File: src/rtl/mips_fetch.sv
// mips_fetch: MIPS instruction fetch unit. Holds the PC, reads instruction memory
// over a req/ack handshake, and presents each word with its PC and PC+4 on a
// valid/ready interface. It also accepts redirects from branch/jump resolution
// and a sticky halt from syscall handling.
//
// Ports:
//   clk, rst                  clock; synchronous active-high reset
//   imem_req/addr/ack/rdata   instruction memory read handshake
//   inst_valid/ready          instruction output handshake
//   inst/inst_pc/inst_pc4     instruction word, its address, and the link value
//   redirect/redirect_pc      redirect request and target for the next fetch
//   halt                      stops fetching until rst
//   fetch_err                 a misaligned redirect was seen (alignment check builds only)
//
// Optional feature: MIPS_FETCH_ALIGN_CHECK_EN.
//   Defined:   a redirect taken with redirect_pc[1:0] != 0 enters the sticky ERR state.
//   Undefined: redirect_pc[1:0] is forced to 00 and fetch_err is tied low.
//
// Every output is decoded from registers, so no input reaches an output
// through combinational logic.
module mips_fetch #(
  parameter logic [31:0] RESET_PC = 32'h0040_0000
) (
  input  logic        clk,
  input  logic        rst,
  output logic        imem_req,
  output logic [31:0] imem_addr,
  input  logic        imem_ack,
  input  logic [31:0] imem_rdata,
  output logic        inst_valid,
  input  logic        inst_ready,
  output logic [31:0] inst,
  output logic [31:0] inst_pc,
  output logic [31:0] inst_pc4,
  input  logic        redirect,
  input  logic [31:0] redirect_pc,
  input  logic        halt,
  output logic        fetch_err
);

  typedef enum logic [2:0] {
    S_FETCH,
    S_DISCARD,
    S_HOLD,
    S_HALTED
`ifdef MIPS_FETCH_ALIGN_CHECK_EN
    , S_ERR
`endif
  } state_t;

  state_t      state;
  logic [31:0] pc;
  logic        redir_pend;  // outstanding read must be dropped; redir_pc is the next pc
  logic [31:0] redir_pc;
  logic [31:0] tgt;

`ifdef MIPS_FETCH_ALIGN_CHECK_EN
  logic bad_tgt;
  assign bad_tgt = |redirect_pc[1:0];
  assign tgt     = redirect_pc;
`else
  assign tgt     = redirect_pc & ~32'd3;
`endif

  always_ff @(posedge clk) begin
    if (rst) begin
      state      <= S_FETCH;
      pc         <= RESET_PC;
      inst       <= 32'd0;
      inst_pc    <= 32'd0;
      redir_pend <= 1'b0;
      redir_pc   <= 32'd0;
    end else begin
      case (state)
        // FETCH and DISCARD share one handshake. redir_pend decides whether
        // the data that arrives is kept or dropped.
        S_FETCH, S_DISCARD: begin
          if (halt) begin
            state      <= S_HALTED;
            redir_pend <= 1'b0;
`ifdef MIPS_FETCH_ALIGN_CHECK_EN
          end else if (redirect && bad_tgt) begin
            state      <= S_ERR;
            redir_pend <= 1'b0;
`endif
          end else if (imem_ack) begin
            redir_pend <= 1'b0;
            if (redirect) begin
              // A redirect in the same cycle as the ack wins over an older pending one.
              pc    <= tgt;
              state <= S_FETCH;
            end else if (redir_pend) begin
              pc    <= redir_pc;
              state <= S_FETCH;
            end else begin
              inst    <= imem_rdata;
              inst_pc <= pc;
              pc      <= pc + 32'd4;
              state   <= S_HOLD;
            end
          end else if (redirect) begin
            // The request cannot be withdrawn. Remember the target and drop the data when it arrives.
            redir_pc   <= tgt;
            redir_pend <= 1'b1;
            state      <= S_DISCARD;
          end
        end
        S_HOLD: begin
          if (halt) begin
            state <= S_HALTED;
`ifdef MIPS_FETCH_ALIGN_CHECK_EN
          end else if (redirect && bad_tgt) begin
            state <= S_ERR;
`endif
          end else if (redirect) begin
            pc    <= tgt;
            state <= S_FETCH;
          end else if (inst_ready) begin
            state <= S_FETCH;
          end
        end
        default: begin
          // HALTED and ERR are left only through rst.
        end
      endcase
    end
  end

  assign imem_req   = (state == S_FETCH) || redir_pend;
  assign imem_addr  = pc;
  assign inst_valid = (state == S_HOLD);
  assign inst_pc4   = inst_pc + 32'd4;
`ifdef MIPS_FETCH_ALIGN_CHECK_EN
  assign fetch_err  = (state == S_ERR);
`else
  assign fetch_err  = 1'b0;
`endif

endmodule

File: config.mk
export PLATFORM = sky130hd
export DESIGN_NAME = mips_fetch
export DESIGN_NICKNAME = d
export VERILOG_FILES = /design/src/rtl/mips_fetch.sv
export SDC_FILE = /design/constraint.sdc
export NUM_CORES = 1
export LEC_CHECK = 0
export CAP_MARGIN = 40
export CORE_ASPECT_RATIO = 1.2
export CORE_MARGIN = 2
export CORE_UTILIZATION = 35
export CTS_BUF_LIST = sky130_fd_sc_hd__clkbuf_4
export DETAILED_ROUTE_END_ITERATION = 10
export GPL_TIMING_DRIVEN = 0
export REMOVE_ABC_BUFFERS = 1
export SETUP_SLACK_MARGIN = 0.1
export SYNTH_ARGS = -nofsm -noshare
export SYNTH_HDL_FRONTEND = slang
export SYNTH_SLANG_ARGS = --single-unit
export TNS_END_PERCENT = 1
File: constraint.sdc
create_clock -name clk -period 2.75 [get_ports clk]
set_clock_uncertainty 0.15 [all_clocks]
set_input_delay 0.275 -clock clk [delete_from_list [all_inputs] [get_ports clk]]
set_output_delay 0.275 -clock clk [all_outputs]
set_load 0.005 [all_outputs]
==> flow_metrics.py <==
metrics = {
    "sta": {
        "drv_slew": 0,
        "hold_viol_final": 0,
        "slew_headroom": 0.492,
        "setup_violations": 0,
        "period_needed_ns": 2.75,
        "fin_tns_setup_ns": 0,
        "min_period_over_period": 1.00,
        "max_freq_mhz": 364,
        "grt_setup_unrepaired": "true",
        "worstMarginPinSlew_ns": 0.756,
    },
    "worst_setup_path": {
        "worst_setup_path_start_kind": "register",
        "cp.required_ns": 2.33,
        "r2r-end": "imem_addr[22]",
        "r2r-start": "state[1]",
        "critPathKind": "register to output pin",
        "critPathArrivalTime_ns": 2.32,
        "cp-endpoint": "inst_pc4[24]",
        "startpoint": "inst_pc[17]",
        "end_kind": "output pin",
        "rrSetupSlack_ns": 0.20,
        "path_max_fanout": 2,
        "reg2regPathDepth": 6,
    },
    "synthesis": {
        "synthAdderAreaFrac": 0.00407,
        "post_synth.cell_area_avg_um2": 7.53,
        "netlist_area_um2": 6140,
        "synth_xor_xnor_area_share": 0.0642,
        "yosysTopAreaCell": "dfxtp_1",
        "ys_seq_area_frac": 0.407,
        "synth_top_family_by_area": "simple AND/OR/NAND/NOR gates",
        "synthTopCellsByArea": "dfxtp_1 41%, nand2_1 14%, a21oi_1 9.5%",
        "synth.top_cell.area_share": 0.407,
        "synthFlopType": "dfxtp_1",
        "ys_ff_latch": 125,
        "synth.distinct_cells": 56,
        "async_reset_ff_frac": 0,
        "synthCells": 816,
        "muxShareOfSynthArea": 0.00509,
        "synth_edf_count": 0,
        "synth-simple-area-share": 0.278,
        "ys_warn_count": 0,
        "synth_compound_area_frac": 0.192,
    },
    "routing": {
        "routed_via_density": 5.12,
        "firstDrtPassIters": 4,
        "drt_iter0_markers": 325,
        "wirelength_mm": 19.9,
        "drc": 0,
        "drtAntennaViolNets": 0,
        "wl_per_cell_um": 16.2,
        "vias": 6304,
    },
    "pwr": {
        "clockPowerShare": 0.302,
        "netSwitchingFraction": 0.286,
        "cellLeakagePower_uw": 0.00309,
        "combPwrFrac": 0.161,
        "p_sw_uw": 1040,
        "cellPowerDensity_nw_per_um2": 412,
        "ir_drop_mv": 0.191,
        "internal_power_uw": 2600,
        "power_frac_seq": 0.537,
        "totalPowerFinal_uw": 3630,
    },
    "cells_and_area": {
        "areaGrowthSynthToFinish_pct": 43.5,
        "mostFrequentLayoutCells": "229 x nand2_1, 169 x clkdlybuf4s50_1, 116 x a21oi_1",
        "layout_commonest_cell": "nand2_1",
        "final_area_um2": 8810,
        "nets": 1072,
        "drive_gt1_frac": 0.104,
        "finish.utilization": 0.507,
    },
    "clock_network": {
        "cts_max_level": 4,
        "clk_pin_slew_ns": 0.11,
        "root_buffer": "clkbuf_4",
        "clockBufferDepth": 2,
        "cts_tree": "done",
        "clock_latency_ns": 0.54,
        "cts_inserted_buffers": 17,
        "cts.sinks": 125,
    },
    "global_route": {
        "grt_usage": 0.211,
        "grt_antenna_before_repair": 1,
        "globalRouteOverflowTotal": 0,
        "grt_pass1_vias": 6074,
        "grt_max_degree": 54,
        "grt_pass1_wl_mm": 31.7,
    },
    "place": {
        "hpwl_mm": 13.9,
        "gp_congestion": 0.796,
        "io_buffers": 191,
        "dpl_cell_area_um2": 8410,
    },
    "floorplanning": {
        "core_area_um2": 17400,
        "initial_core_util": 0.354,
        "ios": 201,
        "dieArea_um2": 18600,
        "die_w_um": 125,
        "die_y_um": 149,
        "rows": 53,
    },
    "outcome": {
        "status": "finished, final reports clean",
    },
    "hold_path": {
        "hp-class": "primary input to register",
    },
    "run": {
        "maxCapViolCount": 0,
    },
}
-- per-layer routing --
| metal | vias up | share of wire | GRT usage |
|---|---|---|---|
| met5 | - | 0 | 0 |
| met4 | 0 | 0.021 | 0.0811 |
| met3 | 24 | 0.045 | 0.0395 |
| met2 | 169 | 0.50 | 0.372 |
| met1 | 2913 | 0.43 | 0.255 |
| li1 | 3198 | - | - |
-- layout make-up --
class                   instances  area, um2
clock buffers                  18        135
multi-input cells             627       3440
flip-flops and latches        125       2560
diodes                          1       2.50
repair buffers                221       2290
inverters                       8       35.0
fillers                      1776       8560
clock inverters                12       81.3
well taps                     220        275
-- flip-flops by register name, summed over array words and instances (netlist names) --
signal	count
inst	32
inst_pc	30
imem_addr	30
redir_pc	30
state	2
redir_pend	1
-- synth_stat cells (2+ instances only) --
library cell / instances
nand2b_1: 5
o31ai_1: 2
a21o_1: 6
or4_1: 2
a311o_1: 2
or2_1: 2
and4_1: 13
xor2_1: 14
o211ai_1: 14
a211oi_1: 12
buf_2: 6
mux2i_1: 2
and2_1: 5
nor3_1: 9
or3_1: 10
o22ai_1: 2
clkbuf_1: 45
a2111oi_0: 3
nand2_1: 230
and3_1: 11
o21ai_0: 17
nand3_1: 27
inv_1: 7
dfxtp_1: 125
nor2b_1: 3
ha_1: 2
buf_1: 4
a221oi_1: 8
a31oi_1: 4
a21oi_1: 117
nor2_1: 27
nor4_1: 6
nand4_1: 13
xnor2_1: 31
o31a_1: 3
buf_4: 7
-- logic make-up after synthesis --
family | count (synthesis)
multiplexers | 3
other | 1
AO/OA/AOI/OAI | 199
AND/OR/NAND/NOR | 371
flip-flops | 125
XOR/XNOR | 45
adder cells (fa/ha/maj) | 2
buffers and inverters | 70
-- critical path, stage by stage (launching register included) --
cell	delay, ns
dfxtp_4	0.36
and4_4	0.22
nand4_1	0.17
nor4_2	0.33
buf_2	0.18
buf_4	0.10
nand2_1	0.05
xnor2_1	0.16
clkdlybuf4s15_1	0.22
-- power by group through the flow --
stage / Sequential, uW / Combinational [uW] / Clock (uW)
2_1_floorplan: 1980 / 210 / 0
3_3_place_gp: 2010 / 533 / 0
3_5_place_dp: 2000 / 586 / 0
4_1_cts: 1950 / 591 / 1140
5_1_grt: 1960 / 639 / 1240
6_report: 1950 / 585 / 1100
-- worst min path at each step --
stage | start | to | slack (ns) | depth (start not counted)
after floorplan | rst | imem_addr[15] | 0.19 | 1
after global placement | redir_pc[9] | redir_pc[9] | 0.29 | 2
after detailed placement | redir_pc[26] | redir_pc[26] | 0.29 | 2
after CTS | imem_rdata[7] | inst[7] | 0.07 | 3
after global routing | imem_rdata[7] | inst[7] | 0.06 | 3
final | imem_rdata[17] | inst[17] | 0.12 | 3
-- metrics by stage --
stage / worst slack (ns) / hold slack, ns / instances
2_1_floorplan: -1.23 / 0.194 / 760
3_3_place_gp: -3.81 / 0.287 / 1171
3_5_place_dp: -0.367 / 0.295 / 1186
4_1_cts: -0.127 / 0.0656 / 1231
5_1_grt: -0.204 / 0.0564 / 1232
6_report: 0.00132 / 0.118 / 1232
-- repair_timing --
action | CTS | global route
endpoints found under the setup margin | 88 | 49
hold buffers | 1 | 0
endpoints found under the hold margin | 24 | 0
pin swaps | 9 | 8
gates resized for setup | 79 | 14
buffers inserted | 14 | 0
Power figures use the tool's default switching activity.
